<file path="src/rtl/clk_div_gen_pkg.sv">
// clk_div_gen_pkg: shared constants, divisor clamp helper and per-channel
// state record for the clk_div_gen clock-enable / divided-clock generator.
// Optional feature macro used by this block: CLK_DIV_GEN_PHASE_EN.
package clk_div_gen_pkg;

    // Default parameter values for the top level.
    localparam int NCH_DEF   = 4;
    localparam int DIV_W_DEF = 8;
    localparam int CYC_W_DEF = 16;

    // Widest half-period field a channel can be built with. The state record
    // below is sized to this so one typedef serves every DIV_W <= DIV_W_MAX;
    // bits above DIV_W are only ever loaded with zero.
    localparam int DIV_W_MAX = 32;

    typedef logic [DIV_W_MAX-1:0] div_t;

    // Per-channel state: position within the current half period, the
    // half-period length latched at the last toggle, and the output level.
    typedef struct packed {
        div_t cnt;
        div_t half_q;
        logic level;
    } chan_state_t;

    // A zero half-period is treated as one so a channel never stalls.
    function automatic div_t div_clamp(input div_t d);
        return (d == '0) ? div_t'(1) : d;
    endfunction

endpackage

</file>
<file path="src/rtl/clk_div_chan.sv">
// clk_div_chan: one divided-clock channel. Produces a 50% duty square wave
// of period 2*H (H = clamped half-period) plus registered one-cycle rise and
// fall strobes that change on the same edge as the level.
// A new half-period is only adopted at a toggle, so no runt halves occur.
// Valid/ready note: this block has no handshake; every output is a plain
// registered level or a single-cycle strobe qualified by nothing else.
module clk_div_chan
    import clk_div_gen_pkg::*;
#(
    parameter int DIV_W = DIV_W_DEF
) (
    input  logic             clk,
    input  logic             rst_n,
    input  logic             en,
    input  logic [DIV_W-1:0] div_i,
    input  logic [DIV_W-1:0] phase_i,
    output logic             clk_o,
    output logic             rise_o,
    output logic             fall_o,
    output logic             rise_nxt_o,
    output chan_state_t      state_o
);

    chan_state_t      st_q;
    chan_state_t      st_d;
    logic             rise_q;
    logic             fall_q;
    logic             rise_d;
    logic             fall_d;
    div_t             h;
    div_t             ph;
    logic [DIV_W-1:0] cnt_lo_inc;

    // Next-state: hold/preload while disabled, count and toggle while enabled.
    always_comb begin
        st_d       = st_q;
        rise_d     = 1'b0;
        fall_d     = 1'b0;
        h          = div_clamp(div_t'(div_i));
        ph         = div_t'(phase_i);
        cnt_lo_inc = st_q.cnt[DIV_W-1:0] + DIV_W'(1);
        if (!en) begin
            // Preload the start phase, clamped so the first half is never
            // longer than H; with no phase offset this is simply zero.
            st_d.cnt    = (ph > (h - div_t'(1))) ? (h - div_t'(1)) : ph;
            st_d.half_q = h;
            if (st_q.level) begin
                st_d.level = 1'b0;
                fall_d     = 1'b1;
            end
        end else if (st_q.cnt == (st_q.half_q - div_t'(1))) begin
            st_d.level  = ~st_q.level;
            st_d.cnt    = '0;
            st_d.half_q = h;
            rise_d      = ~st_q.level;
            fall_d      = st_q.level;
        end else begin
            st_d.cnt = div_t'(cnt_lo_inc);
        end
    end

    // State and strobe registers; reset forces a low level with no strobe.
    always_ff @(posedge clk or negedge rst_n) begin
        if (!rst_n) begin
            st_q.cnt    <= '0;
            st_q.half_q <= div_t'(1);
            st_q.level  <= 1'b0;
            rise_q      <= 1'b0;
            fall_q      <= 1'b0;
        end else begin
            st_q   <= st_d;
            rise_q <= rise_d;
            fall_q <= fall_d;
        end
    end

    assign clk_o      = st_q.level;
    assign rise_o     = rise_q;
    assign fall_o     = fall_q;
    assign rise_nxt_o = rise_d;
    assign state_o    = st_q;

endmodule

</file>
<file path="src/rtl/clk_div_gen.sv">
// clk_div_gen: NCH-channel divided-clock / strobe generator with a cycle
// counter on channel 0 rises and a sticky terminal-count flag.
// Optional feature macro: CLK_DIV_GEN_PHASE_EN adds phase_i, a per-channel
// start offset applied while en is low.
// Valid/ready note: no handshake; done_o is a sticky level cleared only by
// reset, cyc_o is a plain registered count.
module clk_div_gen
    import clk_div_gen_pkg::*;
#(
    parameter int NCH   = NCH_DEF,
    parameter int DIV_W = DIV_W_DEF,
    parameter int CYC_W = CYC_W_DEF
) (
    input  logic                 clk,
    input  logic                 rst_n,
    input  logic                 en,
    input  logic [NCH*DIV_W-1:0] div_i,
`ifdef CLK_DIV_GEN_PHASE_EN
    input  logic [NCH*DIV_W-1:0] phase_i,
`endif
    input  logic [CYC_W-1:0]     term_i,
    output logic [NCH-1:0]       clk_o,
    output logic [NCH-1:0]       rise_o,
    output logic [NCH-1:0]       fall_o,
    output logic [CYC_W-1:0]     cyc_o,
    output logic                 done_o
);

    logic [NCH*DIV_W-1:0] phase_w;
    logic [NCH-1:0]       rise_nxt;
    chan_state_t          chan_st [NCH];
    logic [CYC_W-1:0]     cyc_q;
    logic                 done_q;

`ifdef CLK_DIV_GEN_PHASE_EN
    assign phase_w = phase_i;
`else
    // Without the phase feature every channel starts phase-aligned.
    assign phase_w = '0;
`endif

    for (genvar k = 0; k < NCH; k++) begin : g_chan
        clk_div_chan #(
            .DIV_W (DIV_W)
        ) u_chan (
            .clk        (clk),
            .rst_n      (rst_n),
            .en         (en),
            .div_i      (div_i[k*DIV_W +: DIV_W]),
            .phase_i    (phase_w[k*DIV_W +: DIV_W]),
            .clk_o      (clk_o[k]),
            .rise_o     (rise_o[k]),
            .fall_o     (fall_o[k]),
            .rise_nxt_o (rise_nxt[k]),
            .state_o    (chan_st[k])
        );
    end

    // Only channel 0 rises feed the counter; the remaining look-ahead bits
    // and the per-channel state records are kept for debug probing.
    logic unused_dbg;
    always_comb begin
        unused_dbg = ^rise_nxt;
        for (int k = 0; k < NCH; k++) begin
            unused_dbg = unused_dbg ^ (^chan_st[k]);
        end
    end

    // Cycle counter: on each channel 0 rise, latch done on the pre-increment
    // match with term_i, otherwise count up, saturating at all-ones.
    always_ff @(posedge clk or negedge rst_n) begin
        if (!rst_n) begin
            cyc_q  <= '0;
            done_q <= 1'b0;
        end else if (rise_nxt[0] && !done_q) begin
            if (cyc_q == term_i) begin
                done_q <= 1'b1;
            end else if (cyc_q != '1) begin
                cyc_q <= cyc_q + CYC_W'(1);
            end
        end
    end

    assign cyc_o  = cyc_q;
    assign done_o = done_q;

endmodule

</file>
<file path="config.mk">
export PLATFORM = sky130hd
export DESIGN_NAME = clk_div_gen
export DESIGN_NICKNAME = d
export VERILOG_FILES = /design/src/rtl/clk_div_gen_pkg.sv /design/src/rtl/clk_div_chan.sv /design/src/rtl/clk_div_gen.sv
export SDC_FILE = /design/constraint.sdc
export NUM_CORES = 1
export LEC_CHECK = 0
export BUFFER_PORTS_ARGS = -buffer_cell sky130_fd_sc_hd__buf_2
export CAP_MARGIN = 5
export CORE_ASPECT_RATIO = 1.4
export CORE_UTILIZATION = 51
export CTS_CLUSTER_DIAMETER = 200
export DETAILED_ROUTE_END_ITERATION = 12
export HOLD_SLACK_MARGIN = 0.03
export PLACE_DENSITY = 0.77
export SYNTH_ARGS = -nofsm -noshare
export SYNTH_HDL_FRONTEND = slang
export SYNTH_SLANG_ARGS = --single-unit
export TNS_END_PERCENT = 30
</file>
<file path="constraint.sdc">
create_clock -name clk -period 9.21 [get_ports clk]
set_input_delay 0.921 -clock clk [delete_from_list [all_inputs] [get_ports clk]]
set_output_delay 0.921 -clock clk [all_outputs]
set_load 0.02 [all_outputs]
</file>
==> results.py, run 1 <==
metrics = {
    "min_path": {
        "min-delay-path-class": "primary input to async pin",
    },
    "finish": {
        "area_delta_synth_final_pct": 12.9,
        "nFillCells": 842,
        "nNetsFinal": 632,
        "final_util_pct": 59.5,
        "diodes": 0,
        "fin_area_um2": 5920,
        "layout-drive-gt1-share_pct": 24.8,
    },
    "cts": {
        "cts_root_buf": "clkbuf_16",
        "cts_tree": "built",
        "numCtsBuffers": 9,
        "cts_resized": 0,
        "clkLatencyLatePin_ps": 330,
        "cts_setup_buffers": 0,
        "clock_sinks": 93,
        "clockBufferDepth": 2,
        "cts_hold_buffers": 0,
        "htreeDepth": 3,
        "clk_pin_slew_ps": 60,
    },
    "power": {
        "cellPowerDensity_nw_per_um2": 156,
        "power_frac_clock_pct": 35.2,
        "switching_power_uw": 245,
        "switching_share_pct": 26.5,
        "leakagePower_nw": 2.72,
        "p_seq_share_pct": 50.2,
        "combPwrFrac_pct": 14.6,
        "p_int_uw": 681,
        "vdd_drop_max_mv": 0.0924,
    },
    "global_routing": {
        "grt-ovfl-total": 0,
        "grt_pass1_vias": 3931,
        "grt_first_pass_wirelength_um": 17400,
        "grt_max_degree": 73,
        "antenna_found_initial": 0,
        "grtUsageTotal_pct": 20.8,
    },
    "sta": {
        "totalNegativeSetupSlack_ps": 0,
        "slew_headroom_pct": 17.2,
        "fin_crit_sh_pct": 38.2,
        "setup_viol": 0,
        "worst_pin_slew_ps": 1230,
        "fin_crit_ps": 3520,
        "finalHoldViolCount": 0,
        "slew_violations": 0,
        "fmax_mhz": 284,
        "skew_ps": 5.89,
        "grt_setup_unrepaired": "false",
        "hold-worst-slack_ps": 471,
    },
    "setup_path": {
        "ff2ff_path_depth": 9,
        "r2r_setup_slack_ps": 5690,
        "worst_setup_path_end_kind": "flip-flop",
        "rr_endpoint": "g_chan[1].u_chan.state_o[8]$_DFFE_PN0P_",
        "r2r-start": "g_chan[1].u_chan.state_o[4]$_DFFE_PN0P_",
        "path_class": "flip-flop to flip-flop",
        "path_cells": "nor3_1 > and3_1 > ha_1 > xnor2_1 > or4_1 > a2111oi_4 > o311ai_2 > nand2_2 > mux2_2",
        "crit_fanout": 16,
        "slowest_delay_ps": 550,
        "cp-start-kind": "flip-flop",
        "crit_arrival_ps": 3730,
        "crit_path_top_delay_cell": "or4_1",
        "crit_required_ps": 9420,
    },
    "floorplan": {
        "die_area_um2": 10700,
        "start_util_pct": 52.7,
        "ios": 80,
        "die_x_um": 87.7,
        "num_rows": 43,
        "die_h_um": 122,
        "core-area_um2": 9950,
    },
    "drt": {
        "drc": 0,
        "first_pass_iters": 4,
        "vias": 3879,
        "vias_per_cell": 5.48,
        "post_drt_wl_per_cell_um": 14.3,
        "drtIter0Drc": 142,
        "antenna_left": 0,
        "totalWireLength_um": 10200,
    },
    "yosys": {
        "yosysWarnings": 0,
        "synthFlopType": "dfrtp_1",
        "ys_seq_area_share_pct": 44.5,
        "synth_cells": 501,
        "synthDistinctLibCells": 57,
        "synth_largest_area_cell": "dfrtp_1",
        "synth_mux_area_share_pct": 7.37,
        "avgSynthCellArea_um2": 10.5,
        "syn_nets": 565,
        "synth_compound_area_share_pct": 6.06,
        "synth-edff-count": 0,
        "synth_simple_gate_area_share_pct": 20.0,
        "synth_top_area_share_pct": 42.5,
        "synth_xor_area_share_pct": 14.7,
        "synth_top_family_by_area": "simple AND/OR/NAND/NOR gates",
        "synthAdderAreaFrac_pct": 3.10,
        "async_flop_share_pct": 100,
        "synthTopCellsByArea": "dfrtp_1 42%, xnor2_1 10%, mux2_2 6.2%",
        "netlist_area_um2": 5250,
        "yosys_register_bits": 93,
    },
    "placed_design": {
        "postPlaceCellArea_um2": 5660,
        "dpl.hpwl_um": 7660,
        "numPortBuffers": 79,
        "place_congestion": 0.931,
    },
    "run_status": {
        "status": "finished, final reports clean",
    },
    "job": {
        "maxCapViolations": 0,
    },
}
## how the worst max path moves through the flow
stage,start,end,slack (ps),cells after the start
finish,g_chan[1].u_chan.state_o[4]$_DFFE_PN0P_,g_chan[1].u_chan.state_o[8]$_DFFE_PN0P_,5690,9
detailed placement,g_chan[1].u_chan.state_o[4]$_DFFE_PN0P_,g_chan[1].u_chan.state_o[8]$_DFFE_PN0P_,5730,9
CTS,g_chan[1].u_chan.state_o[4]$_DFFE_PN0P_,g_chan[1].u_chan.state_o[8]$_DFFE_PN0P_,5710,9
floorplan,g_chan[1].u_chan.state_o[4]$_DFFE_PN0P_,g_chan[1].u_chan.state_o[8]$_DFFE_PN0P_,5980,10
global placement,g_chan[0].u_chan.state_o[5]$_DFFE_PN0P_,cyc_o[1]$_DFFE_PN0P_,5830,9
global route,g_chan[0].u_chan.state_o[5]$_DFFE_PN0P_,cyc_o[1]$_DFFE_PN0P_,5380,9
## Yosys cell counts (all sizes together), types with 2 or more instances
master / n
dfrtp: 89
xnor2: 62
nor2: 47
mux2: 29
nand3: 28
xor2: 26
and3: 19
buf: 16
inv: 16
nor4: 15
nand2: 14
nand4: 14
ha: 13
nor3: 10
a21oi: 9
clkbuf: 9
o21ai: 9
and2: 7
or3: 7
mux2i: 6
nand2b: 6
or4: 5
and3b: 4
dfstp: 4
nand3b: 3
nor2b: 3
o311ai: 3
or2: 3
a2111oi: 2
a21o: 2
a31o: 2
nand4b: 2
nor3b: 2
o211a: 2
o221ai: 2
## per-layer routing
metal  track usage [%]  routed length (um)  up-vias
met5                 0                   0        -
met4              8.61                 180        0
met3              4.61                 341       18
met2              36.2                5320       84
met1              24.5                4310     1887
li1                  -                   -     1890
## through the flow
step	total power, mW	setup slack, ps	cells
after floorplan	0.563	5980	501
after global placement	0.601	5830	692
after detailed placement	0.609	5730	692
after CTS	0.936	5710	708
after global routing	0.974	5380	708
final	0.926	5690	708
## power groups by stage
| stage | clock network [mW] | registers, mW | logic, mW |
|---|---|---|---|
| 2_1_floorplan | 0 | 0.464 | 0.0986 |
| 3_3_place_gp | 0 | 0.471 | 0.131 |
| 3_5_place_dp | 0 | 0.472 | 0.136 |
| 4_1_cts | 0.334 | 0.465 | 0.137 |
| 5_1_grt | 0.353 | 0.469 | 0.152 |
| 6_report | 0.326 | 0.465 | 0.135 |
## flip-flops by register name (all words and copies together), names as in the netlist
signal                 count
cyc_o                     16
done_o                     1
g_chan.u_chan.clk_o        4
g_chan.u_chan.fall_o       4
g_chan.u_chan.rise_o       4
g_chan.u_chan.state_o     64
## kinds of logic after synthesis
group / Yosys count
AO/OA/AOI/OAI: 40
multiplexers: 35
buffers and inverters: 41
flip-flops: 93
AND/OR/NAND/NOR: 191
XOR/XNOR: 88
adder cells (fa/ha/maj): 13
## worst max-delay path: cells and delay by family, from the launching register on
| kind | cells | cell delay, ps |
|---|---|---|
| mux | 1 | 380 |
| simple gates | 4 | 1650 |
| compound gates | 2 | 560 |
| fa+ha+maj | 1 | 230 |
| xor+xnor | 1 | 120 |
| flops | 1 | 440 |
## final cells by class
type / count / area [um2] / share of cell area (%)
Clock buffer: 11 / 233 / 3.93
Clock inverter: 5 / 27.5 / 0.465
Inverter: 16 / 60.1 / 1.01
Multi-Input combinational cell: 367 / 2690 / 45.4
Sequential cell: 93 / 2330 / 39.4
Tap cell: 135 / 169 / 2.85
Timing Repair Buffer: 81 / 413 / 6.97
## placed cells by master, fill, tap and decap left out, drive strengths merged, types with 2 or more instances in the layout
cell type,n
clkbuf,11
o211a,2
nand4,14
xor2,26
o311ai,3
nor2,47
and3,19
nand2,14
mux2i,6
mux2,29
inv,16
nand3,28
nor3b,2
clkinv,4
a31o,2
ha,13
a2111oi,2
nand2b,6
nor2b,3
nand3b,3
buf,81
a21oi,9
or4,5
o221ai,2
xnor2,62
or2,3
nand4b,2
nor3,10
or3,7
dfrtp,89
o21ai,9
dfstp,4
and3b,4
and2,7
nor4,15
a21o,2
Power figures use the tool's default switching activity.
==> run 2: changes to the inputs <==
--- a/config.mk
+++ b/config.mk
@@ -12,7 +12,7 @@
 export CTS_CLUSTER_DIAMETER = 200
 export DETAILED_ROUTE_END_ITERATION = 12
 export HOLD_SLACK_MARGIN = 0.03
-export PLACE_DENSITY = 0.77
+export PLACE_DENSITY = 0.8
 export SYNTH_ARGS = -nofsm -noshare
 export SYNTH_HDL_FRONTEND = slang
 export SYNTH_SLANG_ARGS = --single-unit
==> constraint.sdc (replaced) <==
create_clock -name clk -period 3.08 [get_ports clk]
set_input_delay 0.308 -clock clk [delete_from_list [all_inputs] [get_ports clk]]
set_output_delay 0.308 -clock clk [all_outputs]
set_load 0.02 [all_outputs]
==> results.py, run 2 (synthesis gave the netlist of run 1 again) <==
metrics = {
    "run_status": {
        "status": "finished, violations left",
        "violations": "setup timing",
    },
    "cts": {
        "cts_root_buf": "clkbuf_16",
        "clkLatencyLatePin_ps": 340,
        "cts_tree": "built",
        "clockBufferDepth": 2,
        "numCtsBuffers": 9,
        "clk_pin_slew_ps": 60,
        "clock_sinks": 93,
        "htreeDepth": 3,
    },
    "finish": {
        "final_util_pct": 63.4,
        "nFillCells": 830,
        "fin_area_um2": 6310,
        "area_delta_synth_final_pct": 20.4,
        "layout_common_cells": "89 x dfrtp_1, 78 x buf_2, 62 x xnor2_1",
        "final_common_cell": "dfrtp_1",
        "diodes": 0,
        "layout-drive-gt1-share_pct": 30.0,
        "final_cells": 741,
        "largest_reg_flops": 64,
        "nNetsFinal": 665,
    },
    "global_routing": {
        "grt-ovfl-total": 0,
        "grtUsageTotal_pct": 22.0,
        "antenna_found_initial": 0,
        "grt_first_pass_wirelength_um": 18200,
        "grt_pass1_vias": 4145,
        "grt_max_degree": 38,
    },
    "setup_path": {
        "rr_endpoint": "g_chan[3].u_chan.state_o[3]$_DFFE_PN0P_",
        "cp-endpoint": "g_chan[3].u_chan.state_o[3]$_DFFE_PN0P_",
        "crit_arrival_ps": 3370,
        "ff2ff_path_depth": 9,
        "r2r-start": "g_chan[3].u_chan.state_o[5]$_DFFE_PN0P_",
        "r2r_setup_slack_ps": -60,
        "path_class": "flip-flop to flip-flop",
        "crit_required_ps": 3310,
        "setup.worst_path.start": "g_chan[3].u_chan.state_o[5]$_DFFE_PN0P_",
        "cp-start-kind": "flip-flop",
        "worst_setup_path_end_kind": "flip-flop",
        "crit_fanout": 5,
    },
    "sta": {
        "slew_violations": 0,
        "totalNegativeSetupSlack_ps": -361,
        "fmax_mhz": 318,
        "finalHoldViolCount": 0,
        "skew_ps": 10.1,
        "fin_crit_ps": 3140,
        "slew_headroom_pct": 54.8,
        "layout_setup_ws_ps": -60.2,
        "worst_pin_slew_ps": 661,
        "grt_setup_unrepaired": "true",
        "fin_crit_sh_pct": 102,
        "setup_viol": 8,
    },
    "drt": {
        "first_pass_iters": 4,
        "drtIter0Drc": 236,
        "drc": 0,
        "post_drt_wl_per_cell_um": 15.2,
        "vias_per_cell": 5.47,
        "totalWireLength_um": 11200,
        "antenna_left": 0,
        "vias": 4052,
    },
    "floorplan": {
        "ios": 80,
        "die_x_um": 87.7,
        "die_area_um2": 10700,
        "num_rows": 43,
        "core-area_um2": 9950,
        "start_util_pct": 52.7,
        "die_h_um": 122,
    },
    "placed_design": {
        "place_congestion": 0.854,
        "dp_slack_ps": -79.2,
        "postPlaceCellArea_um2": 5880,
        "dp.cells": 720,
        "dpl.hpwl_um": 8380,
        "numPortBuffers": 79,
    },
    "power": {
        "leakagePower_nw": 2.93,
        "cellPowerDensity_nw_per_um2": 483,
        "vdd_drop_max_mv": 0.327,
    },
    "job": {
        "maxCapViolations": 0,
    },
    "min_path": {
        "hp-start": "div_i[25]",
        "min-delay-path-class": "primary input to flip-flop",
    },
}
run 2: cell count changes in the layout (fill, tap and decap cells not counted), sizes merged:
cell,delta
clkbuf,-1
inv,+1
buf,+31
dlygate4sd3,+1
nand2,+1
bufinv,+2
clkinv,-2
run 2: where the power goes:
| part | internal, mW | total (mW) | switching (mW) |
|---|---|---|---|
| Sequential | 1.29 | 1.38 | 0.0849 |
| Clock | 0.711 | 1.17 | 0.460 |
| Combinational | 0.250 | 0.499 | 0.249 |
| Total | 2.25 | 3.05 | 0.794 |
run 2: worst min-delay path by stage:
stage	endpoint	slack (ps)	depth (start not counted)
CTS	g_chan[3].u_chan.state_o[2]$_DFFE_PN0P_	200	2
detailed placement	g_chan[1].u_chan.state_o[6]$_DFFE_PN0P_	290	1
floorplan	cyc_o[0]$_DFFE_PN0P_	10	0
finish	g_chan[3].u_chan.state_o[2]$_DFFE_PN0P_	210	2
global placement	g_chan[1].u_chan.state_o[5]$_DFFE_PN0P_	280	1
global route	g_chan[2].u_chan.state_o[7]$_DFFE_PN0P_	220	2
run 2: final cells by class:
class                      instances  area (um2)  area share, %
multi-input combinational        368        2780           44.0
sequential                        93        2330           36.9
timing repair buffer             113         659           10.4
clock buffer                      10         229           3.63
tap                              135         169           2.68
clock inverter                     6        86.3           1.37
inverter                          16        60.1          0.951
run 2: timing repair:
action / in CTS / in global routing
hold endpoints to repair: 33 / 0
buffers inserted: 1 / 2
pin swaps: 1 / 5
hold buffers: 1 / 0
gates cloned: 0 / 1
resized for setup: 4 / 10
endpoints found under the setup margin: 9 / 49
run 2: worst max-delay path: stages (launching register included):
cell and delay (ps):
dfrtp_1 390, or4_4 560, nor4_4 150, ha_1 280, xnor2_1 120, nor4_1 270
o311ai_1 170, or4_4 620, nand2_8 130, mux2_2 330
run 2: per-stage QoR:
step	power (mW)	hold slack, ps
detailed placement	1.87	290
CTS	3.05	200
finish	3.05	211
global placement	1.84	281
global route	3.18	215
floorplan	1.68	12.4
run 2: per-layer routing:
layer  up-vias  global-route usage, %  wire length (um)
met4         0                   9.94               305
li1       1951                      -                 -
met1      1984                   23.8              4410
met2        94                   40.4              6150
met3        23                   4.20               372
met5         -                      0                 0
